File: src/rtl/hazard_ctrl.sv
// -----------------------------------------------------------------------------
// hazard_ctrl -- pipeline hazard controller for a 5-stage in-order core.
//
// Purpose:
//   * Detects load-use hazards between ID and EX. It inserts exactly one
//     bubble by holding IF/ID and flushing the EX stage register.
//   * Handles taken-branch and jump redirects by flushing ID and EX.
//     A redirect takes priority over a load-use hazard.
//   * Optional multi-cycle mul/div sequencing. It keeps a mul/div in EX for
//     MD_LAT cycles in total, including the start cycle. During that time
//     it holds IF/ID/EX, feeds bubbles into MEM, and pulses mdDone on the
//     last cycle.
//
// Configuration macro:
//   HAZARD_MULDIV_EN -- when defined, the mul/div sequencer (MD_BUSY state
//   and down-counter) is built. When undefined, mdStart is ignored and
//   stallEX, flushMEM, mdBusy and mdDone are tied to 0.
//
// Parameter:
//   MD_LAT   mul/div latency in cycles, legal range 2..32 (default 8)
//
// Ports:
//   clk          in   rising-edge clock
//   reset        in   synchronous active-high reset; forces all outputs to 0
//   idValid      in   ID holds a valid instruction
//   idRs1/idRs2  in   ID source register numbers (5 bits each)
//   idRs1Used/idRs2Used in  source actually read by the ID instruction
//   exRd         in   EX destination register
//   exMemRead    in   EX instruction is a load
//   branchTaken  in   EX redirect (taken branch or jump)
//   mdStart      in   EX instruction is a multi-cycle mul/div
//   stallIF/stallID/stallEX   out  hold the stage register
//   flushID/flushEX/flushMEM  out  insert a bubble into the stage register
//   mdBusy       out  mul/div sequence in progress
//   mdDone       out  one-cycle pulse on the last busy cycle
// -----------------------------------------------------------------------------
module hazard_ctrl #(
  parameter int MD_LAT = 8
) (
  input  logic       clk,
  input  logic       reset,
  input  logic       idValid,
  input  logic [4:0] idRs1,
  input  logic [4:0] idRs2,
  input  logic       idRs1Used,
  input  logic       idRs2Used,
  input  logic [4:0] exRd,
  input  logic       exMemRead,
  input  logic       branchTaken,
  input  logic       mdStart,
  output logic       stallIF,
  output logic       stallID,
  output logic       stallEX,
  output logic       flushID,
  output logic       flushEX,
  output logic       flushMEM,
  output logic       mdBusy,
  output logic       mdDone
);

  // A load into x0 never produces a value, so it can never cause a stall.
  logic load_use;
  assign load_use = idValid & exMemRead & (exRd != 5'd0) &
                    ((idRs1Used & (idRs1 == exRd)) |
                     (idRs2Used & (idRs2 == exRd)));

`ifdef HAZARD_MULDIV_EN
  typedef enum logic {
    RUN     = 1'b0,
    MD_BUSY = 1'b1
  } state_t;

  // The start cycle is one EX cycle, so MD_BUSY lasts MD_LAT-1 cycles.
  // The counter therefore starts at MD_LAT-2 and MD_BUSY ends when it
  // reaches 0.
  localparam logic [4:0] MD_CNT_INIT = 5'(MD_LAT - 2);

  state_t     state_q, state_d;
  logic [4:0] md_cnt_q, md_cnt_d;

  // State register
  always_ff @(posedge clk) begin
    if (reset) begin
      state_q  <= RUN;
      md_cnt_q <= 5'd0;
    end else begin
      state_q  <= state_d;
      md_cnt_q <= md_cnt_d;
    end
  end

  // Next-state logic
  always_comb begin
    state_d  = state_q;
    md_cnt_d = md_cnt_q;
    case (state_q)
      RUN: begin
        if (mdStart) begin
          state_d  = MD_BUSY;
          md_cnt_d = MD_CNT_INIT;
        end
      end
      MD_BUSY: begin
        if (md_cnt_q == 5'd0) begin
          state_d  = RUN;
        end else begin
          md_cnt_d = md_cnt_q - 5'd1;
        end
      end
      default: begin
        state_d  = RUN;
        md_cnt_d = 5'd0;
      end
    endcase
  end
`else
  // Without the sequencer, clk and mdStart have no function.
  logic unused_md;
  assign unused_md = &{1'b0, clk, mdStart};
`endif

  // Output logic. Outputs are gated by reset so that a sequence aborted
  // by reset shows nothing (in particular, no mdDone).
  always_comb begin
    stallIF  = 1'b0;
    stallID  = 1'b0;
    stallEX  = 1'b0;
    flushID  = 1'b0;
    flushEX  = 1'b0;
    flushMEM = 1'b0;
    mdBusy   = 1'b0;
    mdDone   = 1'b0;
    if (!reset) begin
`ifdef HAZARD_MULDIV_EN
      if (state_q == MD_BUSY) begin
        // Front end stays frozen. EX is released on the final cycle so
        // that the result advances.
        stallIF  = 1'b1;
        stallID  = 1'b1;
        stallEX  = (md_cnt_q != 5'd0);
        flushMEM = 1'b1;
        mdBusy   = 1'b1;
        mdDone   = (md_cnt_q == 5'd0);
      end else if (mdStart) begin
        stallIF  = 1'b1;
        stallID  = 1'b1;
        stallEX  = 1'b1;
        flushMEM = 1'b1;
      end else
`endif
      if (branchTaken) begin
        flushID = 1'b1;
        flushEX = 1'b1;
      end else if (load_use) begin
        stallIF = 1'b1;
        stallID = 1'b1;
        flushEX = 1'b1;
      end
    end
  end

endmodule

File: config.mk
export PLATFORM = sky130hd
export DESIGN_NAME = hazard_ctrl
export DESIGN_NICKNAME = d
export VERILOG_FILES = /design/src/rtl/hazard_ctrl.sv
export SDC_FILE = /design/constraint.sdc
export NUM_CORES = 1
export LEC_CHECK = 0
export ABC_AREA = 1
export BUFFER_PORTS_ARGS = -buffer_cell sky130_fd_sc_hd__clkbuf_2
export CORE_AREA = 3 3 40 42
export DETAILED_ROUTE_END_ITERATION = 10
export DIE_AREA = 0 0 43 45
export PLACE_DENSITY = 0.52
export SYNTH_ARGS = -nofsm -noshare
export SYNTH_HDL_FRONTEND = slang
export SYNTH_SLANG_ARGS = --single-unit
File: constraint.sdc
create_clock -name vclk -period 0.8
set_clock_uncertainty 0.1 [all_clocks]
set_input_delay 0 -clock vclk [all_inputs]
set_output_delay 0 -clock vclk [all_outputs]
set_load 0.02 [all_outputs]
==> impl_metrics.tcl, run 1 <==
set metrics [dict create \
    wl_um 787 \
    postSynthAreaPerCell_um2 4.35 \
    via_count 431 \
    first_iter_violations 1 \
    grt_max_degree 6 \
    path_cells "clkbuf_16 -> inv_12 -> nand2_2 -> nand2_1 -> nor2_1 -> nand3_1 -> nand2_1 -> nand2_2 -> nor2_4 -> buf_8" \
    core_mm2 0.00128 \
    grt_pass1_vias 374 \
    hpwl_um 679 \
    slew_violations 0 \
    finalSetupTns_ps -301 \
    slowest_delay_ps 120 \
    slowest_stage "clkbuf_16" \
    die_area_mm2 0.00194 \
    io_pins 31 \
    drcViolationCount 0 \
    ir_worst_vdd_uv 185 \
    ff_latch_area_um2 0 \
    nFlopsAndLatches 0 \
    critPathLaunchType "input port" \
    initial_core_util_pct 23.4 \
    die_h_um 45 \
    antenna_cells 0 \
    nClkBuffers 0 \
    hold_depth 3 \
    min_period_ps 913 \
    grt_pass1_wl_mm 1.32 \
    grt_remaining_overflow 0 \
    setup_violations 3 \
    worstPathRequired_ps 700 \
    wl_per_cell_um 7.36 \
    end_kind "output port" \
    maxCapViolCount 0 \
    finalCritPeriodShare_pct 114 \
    violations "negative setup slack" \
    rows 13 \
    place_ws_ps -255 \
    hold_path.class "in -> out" \
    arrival_ps 810 \
    postSynthCellCount 69 \
    path_class "in -> out" \
    p_per_area_mw_per_mm2 456 \
    multi_input_area_um2 250 \
    antenna_found_initial 0 \
    postLayoutSetupSlackWorst_ps -113 \
    yosysSeqAreaShare_pct 0 \
    power_uw 277 \
    areaGrowthSynthToFinish_pct 102 \
    port_buffers 25 \
    drtPass1Iterations 2 \
    via_per_inst 4.03 \
    fin_nets 117 \
    rsz0062_at_grt "yes" \
    die_width_um 43 \
    globalplace.congestion 0.737 \
    grt_use_total_pct 8.21 \
    synth.cell_area_um2 300 \
    max_freq_ghz 1.10 \
    path_max_fanout 4 \
    outcome "complete, but fails checks" \
    holdBufCountCts 0 \
    drive_gt1_share_pct 56.5 \
    hold_viol 0 \
    fillCellCount 147 \
    p_leak_nw 0.381 \
    postRouteAntennaNets 0 \
    ys_warn_count 0 \
    ys_types 10 \
]
path summary, 6_finish.rpt:
check | startpoint | end
min | branchTaken | stallIF
max | exRd[2] | stallID
area by class of cell:
type / count / share of cell area, %
tap: 15 / 3.09
timing repair buffer: 25 / 39.9
multi-input combinational: 50 / 41.2
inverter: 17 / 15.8
through the flow:
step                      cells  area, µm²  utilization, %  hold slack (ps)
after floorplan              72        355               -            -68.5
after global placement      107        458            35.6              191
after detailed placement    107        458            35.6              192
after CTS                   107        564            43.9              199
after global routing        107        608            47.3              199
final                       107        608            47.3              186
Yosys cell counts, drive strengths merged:
master	n	area, µm²
inv	17	63.8
conb	1	3.75
buf	5	37.5
nor2	10	47.5
nand4	2	12.5
nand3	2	10.0
nand2	32	125
worst max-delay path, delay by kind of cell:
kind,cells,cell delay (ps)
and+or+nand+nor,7,540
buffers and inverters,3,270
routing by layer:
metal	global-route usage, %	share of wire (%)	wire [µm]
met4	0	0	0
met2	16.5	53	416
met1	9.76	38	297
met5	0	0	0
met3	1.20	9.3	73
report_power, final:
| part | internal (mW) | switching (mW) | leakage, nW |
|---|---|---|---|
| registers | 0 | 0 | 0 |
| clock network | 0 | 0 | 0 |
| logic | 0.139 | 0.138 | 0.381 |
logic make-up after synthesis:
kind of cell	synth area share, %
other	1.25
AND/OR/NAND/NOR	65.0
buffers and inverters	33.8
cell usage in the layout, fill, tap and decap left out:
| cell | count |
|---|---|
| nand2_1 | 18 |
| buf_6 | 2 |
| conb_1 | 4 |
| clkbuf_2 | 14 |
| inv_1 | 8 |
| inv_4 | 2 |
| nor2_1 | 6 |
| nand4_1 | 2 |
| clkbuf_16 | 2 |
| nand2_4 | 1 |
| buf_8 | 3 |
| nor2_2 | 3 |
| inv_2 | 4 |
| inv_12 | 1 |
| nand2_2 | 13 |
| nand3_1 | 2 |
| inv_8 | 2 |
| clkbuf_8 | 4 |
| nor2_4 | 1 |
timing repair:
action	CTS	global route
buffers inserted	0	0
pin swaps	10	4
gates resized for setup	19	16
setup endpoints to repair	3	3
endpoints found under the hold margin	0	0
(Power assumes the default switching activity.)
==> run 2: changes to the inputs <==
--- a/config.mk
+++ b/config.mk
@@ -5,12 +5,12 @@
 export SDC_FILE = /design/constraint.sdc
 export NUM_CORES = 1
 export LEC_CHECK = 0
-export ABC_AREA = 1
+export ABC_CLOCK_PERIOD_IN_PS = 800
 export BUFFER_PORTS_ARGS = -buffer_cell sky130_fd_sc_hd__clkbuf_2
 export CORE_AREA = 3 3 40 42
 export DETAILED_ROUTE_END_ITERATION = 10
 export DIE_AREA = 0 0 43 45
-export PLACE_DENSITY = 0.52
+export PLACE_DENSITY = 0.44
 export SYNTH_ARGS = -nofsm -noshare
 export SYNTH_HDL_FRONTEND = slang
 export SYNTH_SLANG_ARGS = --single-unit
==> run 2 against run 1 <==
  * The run still ends with negative setup slack left
  * Die area is the same
  * Global-route usage shrank 2.6 points
  * Flip-flop and latch count is the same
  * Cell count shrank 38%
  * Largest power group unchanged
  * Via count shrank 40%
  * Synthesized cell count shrank 62%
  * Critical path depth shrank 5
  * Sequential share of layout area is the same
  * Highest routed layer unchanged
  * Utilization shrank 18 points
  * Fmax shrank 26%
==> impl_metrics.tcl, run 2 <==
set metrics [dict create \
    antenna_cells 0 \
    slowest_delay_ps 540 \
    final_common_cell "clkbuf_2" \
    violations "negative setup slack" \
    grt_pass1_wl_um 910 \
    grt_max_degree 4 \
    critPathLaunchType "input port" \
    rsz0062_at_grt "yes" \
    drtPass1Iterations 2 \
    antenna_found_initial 0 \
    min_to "flushID" \
    postRouteAntennaNets 0 \
    grt_pass1_vias 228 \
    ys_types 13 \
    min_period_ps 1230 \
    p_per_area_mw_per_mm2 466 \
    core_mm2 0.00128 \
    drcViolationCount 0 \
    wl_um 590 \
    slew_violations 0 \
    rows 13 \
    initial_core_util_pct 15.7 \
    hold_depth 3 \
    grt_use_total_pct 5.64 \
    ff_latch_area_um2 0 \
    path_cells "buf_4 -> or4_4 -> o2111ai_4 -> o21bai_1 -> buf_2" \
    yosys.area.top_type "xor2_1" \
    most-common-layout-cells "clkbuf_2, xor2_1, buf_4" \
    p_leak_nw 0.193 \
    yosysMostFrequentCell "xor2_1" \
    outcome "complete, but fails checks" \
    io_pins 31 \
    synth_commonest_cells "xor2_1, buf_4, nor4_1, xnor2_1" \
    via_per_inst 3.92 \
    postCtsSetupRepairBufs 0 \
    ir_worst_vdd_uv 121 \
    nClkBuffers 0 \
    maxCapViolCount 0 \
    arrival_ps 1130 \
    slowest_stage "or4_4" \
    p_sw_uw 84.7 \
    finalSetupTns_ps -1280 \
    ys_warn_count 0 \
    synthTopCellsByArea "xor2_1, buf_4, xnor2_1" \
    areaGrowthSynthToFinish_pct 88.8 \
    hold_path.class "in -> out" \
    die_width_um 43 \
    power_frac_seq_pct 0 \
    first_iter_violations 1 \
    postLayoutSetupSlackWorst_ps -433 \
    globalplace.congestion 0.650 \
    wl_per_cell_um 8.94 \
    setup_violations 3 \
    postSynthCellCount 26 \
    grt_remaining_overflow 0 \
    yosysSeqAreaShare_pct 0 \
    p_comb_share_pct 100.0 \
    place_ws_ps -467 \
    hold_viol 0 \
    die_area_mm2 0.00194 \
    path_class "in -> out" \
    via_count 259 \
    port_buffers 25 \
    internal_power_uw 92.4 \
    path_max_fanout 3 \
    hold_path_startpoint "reset" \
    fin_nets 76 \
    max_freq_ghz 0.811 \
    drive_gt1_share_pct 58.8 \
    p_clk_share_pct 0 \
    synth.cell_area_um2 201 \
    finalCritPeriodShare_pct 154 \
    worstPathRequired_ps 700 \
    end_kind "output port" \
    swShare_pct 47.8 \
    nFlopsAndLatches 0 \
    postSynthAreaPerCell_um2 7.75 \
    power_uw 177 \
    die_h_um 45 \
    yosysTopAreaCellShare_pct 34.8 \
    fin_hold_ws_ps 182 \
]
-- run 2: cell count changes in the layout (fill, tap and decap cells not counted), sizes merged, moves of 2 or more --
cell / previous run / this run
nand4: 2 / 0
xnor2: 0 / 2
nor4: 0 / 2
xor2: 0 / 8
buf: 5 / 7
nand2: 32 / 0
nand3: 2 / 0
nor2: 10 / 0
inv: 17 / 1
-- run 2: kinds of logic after synthesis --
group           Yosys count  share of synthesized area, %
xor+xnor                 10                          43.5
simple gates              6                          18.6
buf+inv                   6                          20.5
compound gates            3                          15.5
other cells               1                          1.86
-- run 2: worst max path at each step --
stage	slack [ps]	endpoint	cells past startpoint	start
CTS	-450	stallIF	6	exRd[3]
floorplan	-440	stallIF	5	exRd[3]
global placement	-470	stallIF	6	exRd[3]
finish	-430	flushEX	5	exRd[1]
global route	-490	stallID	6	exRd[3]
detailed placement	-470	stallIF	6	exRd[3]
-- run 2: repair_timing --
| action | CTS | global route |
|---|---|---|
| pin swaps | 1 | 6 |
| gates cloned | 0 | 0 |
| endpoints found under the hold margin | 0 | 0 |
| setup endpoints to repair | 3 | 3 |
| hold buffers | 0 | 0 |
| resized for setup | 4 | 8 |
-- run 2: final cells by class --
class	count	area [µm²]
Fill cell	143	905
Multi-Input combinational cell	23	191
Timing Repair Buffer	27	166
Tap cell	15	18.8
Inverter	1	3.75
-- run 2: stage by stage --
stage | utilization, % | instances | cell area, µm²
final | 29.6 | 66 | 380
after floorplan | - | 29 | 218
after global routing | 29.6 | 66 | 380
after CTS | 28.1 | 66 | 362
after detailed placement | 26.4 | 66 | 339
after global placement | 26.4 | 66 | 339
-- run 2: power by group through the flow --
stage               clock network [mW]  logic [mW]  registers (mW)
detailed placement                   0       0.160               0
floorplan                            0      0.0901               0
CTS                                  0       0.169               0
global placement                     0       0.161               0
finish                               0       0.177               0
global route                         0       0.193               0
-- run 2: worst max-delay path: cells and delay by family --
family                 cells  cell delay (ps)
AOI/OAI and AO/OA          2              300
and+or+nand+nor            1              540
buffers and inverters      2              290
-- run 2: layer usage --
metal	global-route usage (%)	part of all wire [%]	vias up
met2	10.8	46	17
met4	0	0	0
met5	0	0	-
met1	6.67	38	110
li1	-	-	132
met3	1.59	16	0
==> run 3: changes to the inputs <==
--- a/config.mk
+++ b/config.mk
@@ -7,10 +7,13 @@
 export LEC_CHECK = 0
 export ABC_CLOCK_PERIOD_IN_PS = 800
 export BUFFER_PORTS_ARGS = -buffer_cell sky130_fd_sc_hd__clkbuf_2
+export CELL_PAD_IN_SITES_DETAIL_PLACEMENT = 1
+export CELL_PAD_IN_SITES_GLOBAL_PLACEMENT = 1
 export CORE_AREA = 3 3 40 42
 export DETAILED_ROUTE_END_ITERATION = 10
 export DIE_AREA = 0 0 43 45
-export PLACE_DENSITY = 0.44
+export PLACE_DENSITY = 0.69
+export SKIP_LAST_GASP = 1
 export SYNTH_ARGS = -nofsm -noshare
 export SYNTH_HDL_FRONTEND = slang
 export SYNTH_SLANG_ARGS = --single-unit
==> run 3 against run 2 <==
  * The run still ends with negative setup slack left
  * First-iteration DRC count rose to 5.0 times the previous value
  * Via count did not move
  * Utilization did not move
  * Global-route usage increased by 0.25 points
  * Hold slack improved by 1.8 ps
  * Sequential share of layout area unchanged
  * Highest routed layer unchanged
==> impl_metrics.tcl, run 3 (same netlist as run 2, synthesis figures left out) <==
set metrics [dict create \
    drive_gt1_share_pct 58.8 \
    wl_per_cell_um 9.61 \
    wl_um 634 \
    rsz0062_at_grt "yes" \
    antenna_found_initial 0 \
    port_buffers 25 \
    setup_violations 3 \
    dp_cells 66 \
    drcViolationCount 0 \
    ff_latch_area_um2 0 \
    grt_use_total_pct 5.89 \
    grt_remaining_overflow 0 \
    slew_violations 0 \
    antenna_cells 0 \
    power_uw 178 \
    die_width_um 43 \
    critPathLaunchType "input port" \
    areaGrowthSynthToFinish_pct 88.8 \
    grt_max_degree 4 \
    path_max_fanout 3 \
    path_class "in -> out" \
    most-common-layout-cells "clkbuf_2, xor2_1, buf_4" \
    hpwl_um 585 \
    place_ws_ps -444 \
    postRouteAntennaNets 0 \
    nFlopsAndLatches 0 \
    grt_pass1_vias 255 \
    fillCellCount 167 \
    end_kind "output port" \
    rows 13 \
    outcome "complete, but fails checks" \
    stdcell_count 66 \
    final_common_cell "clkbuf_2" \
    drtPass1Iterations 2 \
    via_count 259 \
    worstPathRequired_ps 700 \
    hold_path.class "in -> out" \
    max_freq_ghz 0.824 \
    fin_hold_ws_ps 183 \
    arrival_ps 1110 \
    io_pins 31 \
    grt_pass1_wl_um 938 \
    p_leak_nw 0.192 \
    initial_core_util_pct 15.7 \
    holdBufCountCts 0 \
    maxCapViolCount 0 \
    via_per_inst 3.92 \
    nClkBuffers 0 \
    die_area_mm2 0.00194 \
    postCtsSetupRepairBufs 0 \
    postLayoutSetupSlackWorst_ps -414 \
    hold_viol 0 \
    globalplace.congestion 0.643 \
    violations "negative setup slack" \
    fin_nets 76 \
    min_period_ps 1210 \
    finalCritPeriodShare_pct 152 \
    ir_worst_vdd_uv 119 \
    p_per_area_mw_per_mm2 468 \
    die_h_um 45 \
    core_mm2 0.00128 \
    fin_util_pct 29.6 \
    first_iter_violations 5 \
]
==> run 3: cell counts in the layout (fill, tap and decap cells not counted) <==
Identical to the previous run, type by type.
==> run 3: cell type report <==
class | instances | area, µm² | share of cell area, %
Multi-Input combinational cell | 23 | 191 | 50.3
Timing Repair Buffer | 27 | 166 | 43.8
Tap cell | 15 | 18.8 | 4.93
Inverter | 1 | 3.75 | 0.987
==> run 3: critical path: stages <==
cell,delay [ps]
buf_8,100
xor2_1,150
nor4_1,280
a32oi_1,180
nor3_2,230
buf_4,170
==> run 3: routing by layer <==
layer | global-route usage [%] | share of wire (%)
met5 | 0 | 0
met2 | 10.5 | 47
met1 | 8.33 | 40
met4 | 0 | 0
met3 | 0.398 | 13
==> run 3: worst paths after layout <==
| path | depth (start not counted) | slack (ps) | startpoint | end |
|---|---|---|---|---|
| worst max-delay path | 6 | -410 | exRd[3] | stallID |
| worst min-delay path | 3 | 180 | branchTaken | stallIF |
==> run 3: what timing repair did <==
action,4_1_cts,5_1_grt
setup endpoints to repair,3,3
pin swaps,4,6
gates resized for setup,6,6
==> run 3: power breakdown <==
group          total, mW  internal, mW  switching (mW)
sequential             0             0               0
clock                  0             0               0
combinational      0.178        0.0924          0.0856
==> run 3: through the flow <==
step / TNS, ps / cell area, µm²
3_3_place_gp: -1290 / 339
2_1_floorplan: -890 / 218
5_1_grt: -1450 / 380
3_5_place_dp: -1320 / 339
6_report: -1220 / 380
4_1_cts: -1300 / 377
